<file path="config.mk">
export PLATFORM = sky130hd
export DESIGN_NAME = stroke_phase_timer
export DESIGN_NICKNAME = d
export VERILOG_FILES = /design/src/rtl/stroke_phase_timer.sv
export SDC_FILE = /design/constraint.sdc
export NUM_CORES = 1
export LEC_CHECK = 0
export CORE_MARGIN = 2
export CORE_UTILIZATION = 55
export DETAILED_ROUTE_END_ITERATION = 10
export PLACE_DENSITY = 0.86
export SETUP_SLACK_MARGIN = 0.1
export SLEW_MARGIN = 25
export SYNTH_ARGS = -nofsm -noshare
export SYNTH_HDL_FRONTEND = slang
export SYNTH_SLANG_ARGS = --single-unit
</file>
<file path="constraint.sdc">
create_clock -name clk -period 10.4 [get_ports clk]
set_input_delay 2.6 -clock clk [delete_from_list [all_inputs] [get_ports clk]]
set_output_delay 2.6 -clock clk [all_outputs]
set_load 0.01 [all_outputs]
</file>
<file path="src/rtl/stroke_phase_timer.sv">
// stroke_phase_timer
//   Tracks the rowing stroke phase (IDLE / DRIVE / RECOVERY) from catch and
//   finish event pulses, times each phase with saturating counters, ignores
//   exit events that arrive before a phase has lasted MIN_PHASE cycles, and
//   latches drive/recovery durations once per completed stroke.
//   Optional build macro: IDLE_TIMEOUT_EN. When defined, a recovery lasting
//   TIMEOUT cycles without a catch returns the tracker to IDLE.
module stroke_phase_timer #(
    parameter int CW        = 32,
    parameter int SCW       = 16,
    parameter int MIN_PHASE = 4,
    parameter int TIMEOUT   = 2**20
) (
    input  logic           clk,
    input  logic           reset,
    input  logic           start_drive,
    input  logic           start_recovery,
    output logic [1:0]     phase,
    output logic [CW-1:0]  drive_count,
    output logic [CW-1:0]  recovery_count,
    output logic [CW-1:0]  last_drive,
    output logic [CW-1:0]  last_recovery,
    output logic           stroke_valid,
    output logic [SCW-1:0] stroke_count,
    output logic           sat
);

    typedef enum logic [1:0] {
        IDLE     = 2'b00,
        DRIVE    = 2'b01,
        RECOVERY = 2'b10
    } phase_e;

    localparam logic [CW-1:0] MAX_C = '1;
    localparam logic [CW-1:0] MIN_C = CW'(MIN_PHASE);

`ifdef IDLE_TIMEOUT_EN
    // A TIMEOUT that does not fit in CW bits can never be reached; the
    // counter saturates first, so the comparison is disabled outright.
    localparam bit            TIMEOUT_FITS = (TIMEOUT >= 0) && ((longint'(TIMEOUT) >> CW) == 0);
    localparam logic [CW-1:0] TIMEOUT_C    = CW'(TIMEOUT);
`endif

    // Parameter sanity: an elaborated g_illegal_params scope in the netlist
    // hierarchy marks an unusable configuration (MIN_PHASE or TIMEOUT < 1).
    if (MIN_PHASE < 1 || TIMEOUT < 1) begin : g_illegal_params
    end

    phase_e         phase_q, phase_d;
    logic [CW-1:0]  drive_count_q, drive_count_d;
    logic [CW-1:0]  recovery_count_q, recovery_count_d;
    logic [CW-1:0]  last_drive_q, last_drive_d;
    logic [CW-1:0]  last_recovery_q, last_recovery_d;
    logic           stroke_valid_q, stroke_valid_d;
    logic [SCW-1:0] stroke_count_q, stroke_count_d;
    logic           sat_q, sat_d;

    logic ev_drive;
    logic ev_recovery;

    function automatic logic [CW-1:0] sat_inc(input logic [CW-1:0] v);
        return (v == MAX_C) ? v : v + CW'(1);
    endfunction

    // Next-state logic: phase transitions, counter updates and stroke latching.
    always_comb begin
        // NOTE: every signal gets a default first so no path through the case
        // leaves it unassigned, which would otherwise infer a latch.
        phase_d          = phase_q;
        drive_count_d    = drive_count_q;
        recovery_count_d = recovery_count_q;
        last_drive_d     = last_drive_q;
        last_recovery_d  = last_recovery_q;
        stroke_valid_d   = 1'b0;
        stroke_count_d   = stroke_count_q;
        sat_d            = sat_q;

        // Simultaneous catch and finish is treated as noise.
        ev_drive    = start_drive & ~start_recovery;
        ev_recovery = start_recovery & ~start_drive;

        unique case (phase_q)
            IDLE: begin
                if (ev_drive) begin
                    phase_d       = DRIVE;
                    drive_count_d = CW'(1);
                end
            end
            DRIVE: begin
                if (ev_recovery && drive_count_q >= MIN_C) begin
                    phase_d          = RECOVERY;
                    recovery_count_d = CW'(1);
                end else begin
                    drive_count_d = sat_inc(drive_count_q);
                end
            end
            RECOVERY: begin
                if (ev_drive && recovery_count_q >= MIN_C) begin
                    last_drive_d    = drive_count_q;
                    last_recovery_d = recovery_count_q;
                    stroke_count_d  = stroke_count_q + SCW'(1);
                    sat_d           = (drive_count_q == MAX_C) || (recovery_count_q == MAX_C);
                    stroke_valid_d  = 1'b1;
                    phase_d         = DRIVE;
                    drive_count_d   = CW'(1);
                end
`ifdef IDLE_TIMEOUT_EN
                else if (TIMEOUT_FITS && recovery_count_q == TIMEOUT_C) begin
                    // Abandoned stroke: park in IDLE with the live counts frozen.
                    phase_d = IDLE;
                end
`endif
                else begin
                    recovery_count_d = sat_inc(recovery_count_q);
                end
            end
            default: begin
                phase_d = IDLE;
            end
        endcase
    end

    // State register; reset discards any partial stroke immediately.
    always_ff @(posedge clk or posedge reset) begin
        if (reset) begin
            phase_q          <= IDLE;
            drive_count_q    <= '0;
            recovery_count_q <= '0;
            last_drive_q     <= '0;
            last_recovery_q  <= '0;
            stroke_valid_q   <= 1'b0;
            stroke_count_q   <= '0;
            sat_q            <= 1'b0;
        end else begin
            // NOTE: non-blocking assignments so every flop samples the
            // pre-edge values regardless of statement order.
            phase_q          <= phase_d;
            drive_count_q    <= drive_count_d;
            recovery_count_q <= recovery_count_d;
            last_drive_q     <= last_drive_d;
            last_recovery_q  <= last_recovery_d;
            stroke_valid_q   <= stroke_valid_d;
            stroke_count_q   <= stroke_count_d;
            sat_q            <= sat_d;
        end
    end

    assign phase          = phase_q;
    assign drive_count    = drive_count_q;
    assign recovery_count = recovery_count_q;
    assign last_drive     = last_drive_q;
    assign last_recovery  = last_recovery_q;
    assign stroke_valid   = stroke_valid_q;
    assign stroke_count   = stroke_count_q;
    assign sat            = sat_q;

endmodule

</file>
==> results.md, run 1 <==
- Status: finished clean
- Hpwl dp: 11850 um
- Ordered list of cells on the worst path: clkdlybuf4s50_1, nand2b_1, a211o_4, clkinv_2, nand4_1, nor4_1, xor2_1
- Gpl congestion: 0.9393
- Met1 Resource Use GR: 37.13%
- Rel. slew slack: 41.22%
- Wire per inst: 16.82 um
- Final hold viol count: 0
- Syn Std Cell Area: 0.007027 sq mm
- Diode count: 0
- RSZ-0062 raised after global routing: no
- Reg2reg setup slack: 6530 ps
- P per Cell Area: 188.7 mW/mm^2
- Met2 Use GR: 43.58%
- Synth Area per Inst: 9.009 sq um
- Sequential area share after synthesis: 52.71%
- Crit start category: primary input
- Top_reg_cell synth: dfrtp_1
- I/O Buffers: 151
- Initial antenna violation count: 0
- DP Cell Count: 1061
- Starting Density: 55.91%
- Die Y: 117.0 um
- Reg clk slew, reported paths: 60 ps
- DRC viols: 0
- Layout cells sized above 1: 4.886%
- Crit end category: flop
- Number of vias per cell: 5.770
- Post-DP Area: 0.008638 sq mm
- Met3 Resource Use GR: 7.673%
- Fillers: 921
- Die footprint: 0.01370 sq mm
- GRT Total Usage: 27.94%
- Ys Warns: 0
- Mapped Nets: 789
- Synth cell types: 45
- Post-synth EDFFs: 0
- Synthesis-to-layout area growth: 32.09%
- Syn Inst Count: 780
- Worst hold path class: reg -> reg
- Final Slew Violations: 0
- Clock Tree Buf Depth: 2
- Clk Latency, worst-skew pair: 420 ps
- Worst-Margin Slew: 880.7 ps
- Io pins: 152
- Leak: 4.202 nW
- Skew final: 8.574 ps
- Post-route ant nets: 0
- Vias: 6307
- Drt first pass iters: 5
- Finished Cell Area: 0.009281 sq mm
- Final setup fails: 0
- Non-filler instance count after layout: 1093
- Total Nets Final: 917
- Minimum clock period: 5451 ps
- Core ar.: 0.01257 sq mm
- Total CTS buffers: 17
- Multi-input gate area: 0.003109 sq mm
- CP max stage cell: clkinv_2
- Post-CTS setup buffer count: 0
- Starting DRT DRC Count: 499
- Pin count of the biggest net entering global routing: 86
- Cell Rows: 41
- Final WL: 18380 um
- Async SR Flop Fraction: 100.0%
- Req. time, crit path: 10680 ps
- CTS resizes: 0
- Peak Freq: 183.4 MHz
- Yosys reg bits: 148
- Part of the cycle the worst path needs: 52.42%
- Hold_buf cts: 0
- Biggest cell delay along the critical path: 900 ps
- Crit Path Category: in -> reg
- Remaining Overflow, GRT: 0
- Root buf cell: clkbuf_16
- Sink Count: 148
- Die width: 117.0 um
- GR peak layer: met2
- Crit path max fanout: 71
- Global-route wire length before repair: 29840 um
- CTS tree: done
- Max_cap viols: 0
- Most frequent cells in the layout: 208 x nand2_1, 151 x clkdlybuf4s50_1, 148 x dfrtp_1, 52 x nor2_1, 46 x nand4_1
- Most common cell after layout, fill and taps aside: nand2_1
- Vias in the first global route: 5960
- Max VDD drop: 0.09354 mV
- WP data arrival: 5740 ps
- Register Area: 0.003704 sq mm
- Post-route setup TNS: 0 ps
- H-tree depth: 4
==> layer usage <==
| metal | vias up | routed length, um |
|---|---|---|
| li1 | 2941 | - |
| met1 | 3042 | 7572 |
| met2 | 281 | 8861 |
| met3 | 43 | 1462 |
| met4 | 0 | 486 |
| met5 | - | 0 |
==> layout make-up <==
cell class                 instances  share of cell area, %
multi-input combinational        569                  33.50
clock inverter                    14                  2.184
tap                              172                  2.319
timing repair buffer             155                  16.61
clock buffer                      18                  4.732
sequential                       148                  39.90
inverter                          17                 0.7549
==> report_power, final <==
part | leakage [nW] | switching [mW] | internal (mW)
clock | 0.311 | 0.249 | 0.411
combinational | 1.88 | 0.216 | 0.169
sequential | 2.02 | 0.0721 | 0.635
==> critical path, delay by kind of cell <==
family          cells  cell delay, ps
xor+xnor            1             160
simple gates        3             970
compound gates      1             590
buf+inv             2            1370
==> state kept, by name, summed over array words and instances, names as in the netlist <==
register,flops
stroke_valid,1
drive_count,32
last_recovery,32
last_drive,32
sat,1
phase,2
stroke_count,16
recovery_count,32
==> final timing paths <==
kind | from | endpoint | cells past startpoint
max in group asynchronous | reset | drive_count[27]$_DFFE_PP0P_ | 3
worst max-delay path | start_recovery | stroke_count[11]$_DFFE_PP0P_ | 7
worst min register to register | stroke_count[15]$_DFFE_PP0P_ | stroke_count[15]$_DFFE_PP0P_ | 1
min in group asynchronous | reset | last_drive[3]$_DFFE_PP0P_ | 2
worst min-delay path | stroke_count[15]$_DFFE_PP0P_ | stroke_count[15]$_DFFE_PP0P_ | 1
worst max register to register | recovery_count[2]$_DFFE_PP0P_ | stroke_count[11]$_DFFE_PP0P_ | 7
==> cell usage after synthesis (2+ instances only) <==
cell      instances  area share (%)
clkbuf_1         32             1.7
xor2_1           34             4.2
nand4_1          46             4.1
and2_1            6            0.53
buf_2             3            0.21
nor2b_1           2            0.18
buf_1             9            0.48
nand2_1         208              11
a211oi_1          2            0.21
nor3_1           22             1.6
a21oi_1          18             1.3
o31ai_1           6            0.64
a211o_1           2            0.25
or3_1             9            0.80
nor2_1           52             2.8
and4_1           13             1.6
nand3_1          26             1.9
mux2i_1           5            0.71
o21ai_0          24             1.7
nand2b_1          6            0.53
and3_1           12             1.1
ha_1              5            0.89
o211ai_1          6            0.64
dfrtp_1         148              53
nor4_1           23             2.0
or4_1            12             1.3
xnor2_1          16             2.0
inv_1            16            0.85
==> metrics by stage <==
stage / utilization (%) / worst slack (ps) / hold WS (ps) / total power, mW
after CTS: 73.84 / 4870 / 469.1 / 1.757
after detailed placement: 68.73 / 4441 / 456.9 / 1.095
final: 73.85 / 4949 / 461.5 / 1.752
after floorplan: - / 3820 / 503.9 / 0.8935
after global placement: 68.69 / 4544 / 457.8 / 1.084
after global routing: 73.85 / 4748 / 487.2 / 1.832
==> cells by family (layout without fill, tap and decap cells) <==
kind of cell / after synthesis / after routing / share of synthesized area, %
buffers and inverters: 63 / 204 / 3.543
flip-flops: 148 / 148 / 52.71
XOR/XNOR: 50 / 50 / 6.232
multiplexers: 5 / 5 / 0.7123
AO/OA/AOI/OAI: 65 / 65 / 5.591
AND/OR/NAND/NOR: 444 / 444 / 30.32
adder cells (fa/ha/maj): 5 / 5 / 0.8903
Note: power is estimated with default switching activity, not from simulation.
==> inputs of run 2 (changes only) <==
- CORE_UTILIZATION: 55 -> 51
- PLACE_DENSITY: 0.86 -> 0.8
- clock period: 10.4 -> 5.6 ns (I/O delays scaled with it)
==> results.md, run 2 (synthesized netlist as in run 1, its figures left out) <==
- Status: finished clean
- Reg clk slew, reported paths: 50 ps
- Layout cells sized above 1: 4.239%
- Crit Path Category: in -> reg
- Leak: 4.168 nW
- Peak Freq: 275.4 MHz
- Final Slew Violations: 0
- Io pins: 152
- Pin count of the biggest net entering global routing: 85
- Total Nets Final: 919
- Hpwl dp: 12330 um
- Worst hold path class: reg -> reg
- Most common cell after layout, fill and taps aside: nand2_1
- Gpl congestion: 0.8508
- Core ar.: 0.01335 sq mm
- Minimum clock period: 3631 ps
- Die Y: 121.4 um
- Initial antenna violation count: 0
- Vias: 6326
- Clk Latency, worst-skew pair: 420 ps
- Vias in the first global route: 6047
- Crit end category: flop
- Post-DP Area: 0.008658 sq mm
- Most frequent cells in the layout: 208 x nand2_1, 151 x clkdlybuf4s50_1, 148 x dfrtp_1, 52 x nor2_1, 46 x nand4_1
- P per Cell Area: 337.8 mW/mm^2
- Part of the cycle the worst path needs: 64.83%
- Global-route wire length before repair: 30880 um
- Drt first pass iters: 7
- Starting Density: 52.64%
- Diode count: 0
- Final hold viol count: 0
- Number of vias per cell: 5.772
- Remaining Overflow, GRT: 0
- Post-route ant nets: 0
- WP data arrival: 3970 ps
- Crit path max fanout: 30
- Wire per inst: 17.07 um
- RSZ-0062 raised after global routing: no
- Worst-Margin Slew: 877.7 ps
- Die footprint: 0.01473 sq mm
- Starting DRT DRC Count: 563
- Cell Rows: 42
- Sink Count: 148
- Post-CTS setup buffer count: 0
- CTS tree: done
- Skew final: 6.974 ps
- Critical path origin: start_recovery
- Root buf cell: clkbuf_16
- Hold_buf cts: 0
- Post-route setup TNS: 0 ps
- GRT Total Usage: 26.70%
- I/O Buffers: 151
- Fillers: 1084
- Reg2reg setup slack: 2360 ps
- Max_cap viols: 0
- DRC viols: 0
- Die width: 121.4 um
- Crit start category: primary input
- Final WL: 18710 um
- H-tree depth: 4
- Final setup fails: 0
- Rel. slew slack: 41.48%
- CTS resizes: 0
- Max VDD drop: 0.1679 mV
- HP Start: stroke_count[15]$_DFFE_PP0P_
- Finished Cell Area: 0.009208 sq mm
- Total CTS buffers: 17
- Synthesis-to-layout area growth: 31.04%
- R2R Path Start: drive_count[1]$_DFFE_PP0P_
- Clock Tree Buf Depth: 2
- Register Area: 0.003704 sq mm
- Multi-input gate area: 0.003109 sq mm
- Req. time, crit path: 5940 ps
[run 2: power by group]
| group | internal [mW] | switching (mW) |
|---|---|---|
| Combinational | 0.316 | 0.406 |
| Clock | 0.670 | 0.414 |
| Sequential | 1.18 | 0.125 |
[run 2: final timing paths]
check                                               end  cells after the start
max                        stroke_count[11]$_DFFE_PP0P_                      7
min                        stroke_count[15]$_DFFE_PP0P_                      1
max reg2reg                 drive_count[15]$_DFFE_PP0P_                      8
min reg2reg                stroke_count[15]$_DFFE_PP0P_                      1
max in group asynchronous    drive_count[8]$_DFFE_PP0P_                      3
min in group asynchronous   stroke_count[0]$_DFFE_PP0P_                      2
[run 2: cell type report]
type                            count  share of cell area, %
Clock buffer                       24                  5.123
Sequential cell                   148                  40.22
Multi-Input combinational cell    569                  33.77
Inverter                           17                 0.7474
Tap cell                          176                  2.392
Clock inverter                      5                 0.8425
Timing Repair Buffer              157                  16.90
[run 2: routing by layer]
metal | part of all wire [%] | vias up | GRT usage [%] | wire length [um]
met5 | 0 | - | 0 | 0
met4 | 1.4 | 0 | 9.052 | 258
met3 | 7.4 | 26 | 5.451 | 1390
met2 | 48 | 266 | 43.57 | 9072
met1 | 43 | 3085 | 35.72 | 7985
li1 | - | 2949 | - | -
[run 2: critical path: stages]
cell and delay, ps:
clkdlybuf4s50_1 420, nand2b_1 220, a211o_4 470, inv_2 500
nand4_1 370, nor4_1 420, xor2_1 180
[run 2: stage by stage]
step	hold slack (ps)	setup WS [ps]	util [%]	cells	total power, mW
CTS	468.9	1957	68.98	1096	3.125
detailed placement	461.2	1535	64.87	1067	2.040
finish	468.4	1969	68.98	1096	3.110
global route	488.6	1768	68.98	1096	3.250
global placement	460.7	1631	64.83	1067	2.019
floorplan	503.9	220.3	-	780	1.659
==> inputs of run 3 (changes only) <==
- CORE_UTILIZATION: 51 -> 46
- PLACE_DENSITY: 0.8 -> 0.76
- clock period: 5.6 -> 3.2 ns (I/O delays scaled with it)
==> results.md, run 3 (synthesized netlist as in run 1, its figures left out) <==
- Sink Count: 148
- Overall power: 5.549 mW
- Root buf cell: clkbuf_16
- GRT Total Usage: 23.26%
- R2R Path Start: drive_count[0]$_DFFE_PP0P_
- Clock Tree Buf Depth: 2
- Final hold viol count: 0
- Internal Power: 3.892 mW
- Cell Rows: 45
- Hold WS: 470.0 ps
- Clk Latency, worst-skew pair: 420 ps
- Rel. slew slack: 53.51%
- Global-route wire length before repair: 30170 um
- Total Nets Final: 933
- Peak Freq: 361.1 MHz
- I/O Buffers: 151
- Number of vias per cell: 5.549
- Post-route setup TNS: 0 ps
- Crit start category: flop
- Critical path origin: drive_count[0]$_DFFE_PP0P_
- Starting DRT DRC Count: 408
- Vias: 6231
- Total CTS buffers: 17
- Ordered list of cells on the worst path: inv_1, ha_1, a211oi_1, and4_1, a211o_1, nand4_1, or4_1, a21oi_1
- Vias in the first global route: 5811
- Worst slack, placed: 386.8 ps
- Io pins: 152
- Final Slew Violations: 0
- Starting Density: 46.57%
- Crit path max fanout: 12
- Reg2reg setup slack: 430 ps
- Drt first pass iters: 4
- Fillers: 1316
- Crit Path Category: reg -> reg
- Max VDD drop: 0.4449 mV
- H-tree depth: 4
- Sw frac: 29.87%
- Worst-Margin Slew: 695.8 ps
- Minimum clock period: 2769 ps
- Req. time, crit path: 3550 ps
- Hold_buf cts: 0
- Max_cap viols: 0
- Leak: 4.262 nW
- WP data arrival: 3120 ps
- Hpwl dp: 12570 um
- RSZ-0062 raised after global routing: no
- Diode count: 0
- Biggest cell delay along the critical path: 470 ps
- NetSw: 1.657 mW
- CTS resizes: 0
- Final WL: 18350 um
- Remaining Overflow, GRT: 0
- Post-route ant nets: 0
- CTS tree: done
- Flop pwr share: 41.1%
- Finished Cell Area: 0.009399 sq mm
- Pin count of the biggest net entering global routing: 58
- Core ar.: 0.01509 sq mm
- Initial antenna violation count: 0
- DP Cell Count: 1093
- Final setup fails: 0
- Post-DP Area: 0.008810 sq mm
- Wire per inst: 16.34 um
- Combinational Power Share: 23.0%
- Gpl congestion: 0.8571
- P per Cell Area: 590.4 mW/mm^2
- CP max stage cell: or4_1
- Reg clk slew, reported paths: 60 ps
- Die Y: 127.6 um
- Layout cells sized above 1: 6.203%
- Die footprint: 0.01628 sq mm
- Most frequent cells in the layout: 208 x nand2_1, 151 x clkdlybuf4s50_1, 148 x dfrtp_1, 52 x nor2_1, 46 x nand4_1
- PnR worst setup slack: 430.6 ps
- Worst hold path class: reg -> reg
- Synthesis-to-layout area growth: 33.76%
- DRC viols: 0
- Post-CTS setup buffer count: 0
- Part of the cycle the worst path needs: 86.54%
- Skew final: 8.748 ps
- Clk network pwr share: 35.9%
- Status: finished clean
- HP Start: last_recovery[9]$_DFFE_PP0P_
- Most common cell after layout, fill and taps aside: nand2_1
- Non-filler instance count after layout: 1123
- Crit end category: flop
- Fin util: 62.29%
- Die width: 127.6 um
[run 3: layer usage]
layer | vias to the layer above | wire length (um) | track usage, %
met3 | 22 | 1313 | 7.119
met4 | 0 | 200 | 6.206
met2 | 214 | 8603 | 36.21
met1 | 3008 | 8227 | 31.87
li1 | 2987 | - | -
met5 | - | 0 | 0
[run 3: worst max-delay path, delay by kind of cell (launching register included)]
| kind | cells | cell delay (ps) |
|---|---|---|
| and+or+nand+nor | 3 | 1080 |
| buffers and inverters | 1 | 130 |
| DFF | 1 | 440 |
| AOI/OAI and AO/OA | 3 | 810 |
| adders and majority gates | 1 | 240 |
[run 3: layout make-up]
cell class	instances	area, sq um	share of cell area (%)
clock buffer	20	456.7	4.859
clock inverter	10	132.6	1.411
inverter	17	67.56	0.7189
multi-input combinational	569	3104	33.03
sequential	148	3704	39.40
tap	188	235.2	2.503
timing repair buffer	171	1699	18.08
[run 3: final timing paths]
check | endpoint | depth (start not counted)
worst min register to register | last_recovery[9]$_DFFE_PP0P_ | 2
worst min-delay path | last_recovery[9]$_DFFE_PP0P_ | 2
min in group asynchronous | last_drive[4]$_DFFE_PP0P_ | 2
max in group asynchronous | last_recovery[12]$_DFFE_PP0P_ | 3
worst max-delay path | drive_count[30]$_DFFE_PP0P_ | 8
worst max register to register | drive_count[30]$_DFFE_PP0P_ | 8
[run 3: power by group through the flow]
stage	logic [mW]	registers, mW	clock network (mW)
after detailed placement	1.27	2.31	0
after floorplan	0.567	2.34	0
final	1.28	2.28	1.99
after global placement	1.26	2.30	0
after global routing	1.40	2.31	2.12
after CTS	1.28	2.28	2.03
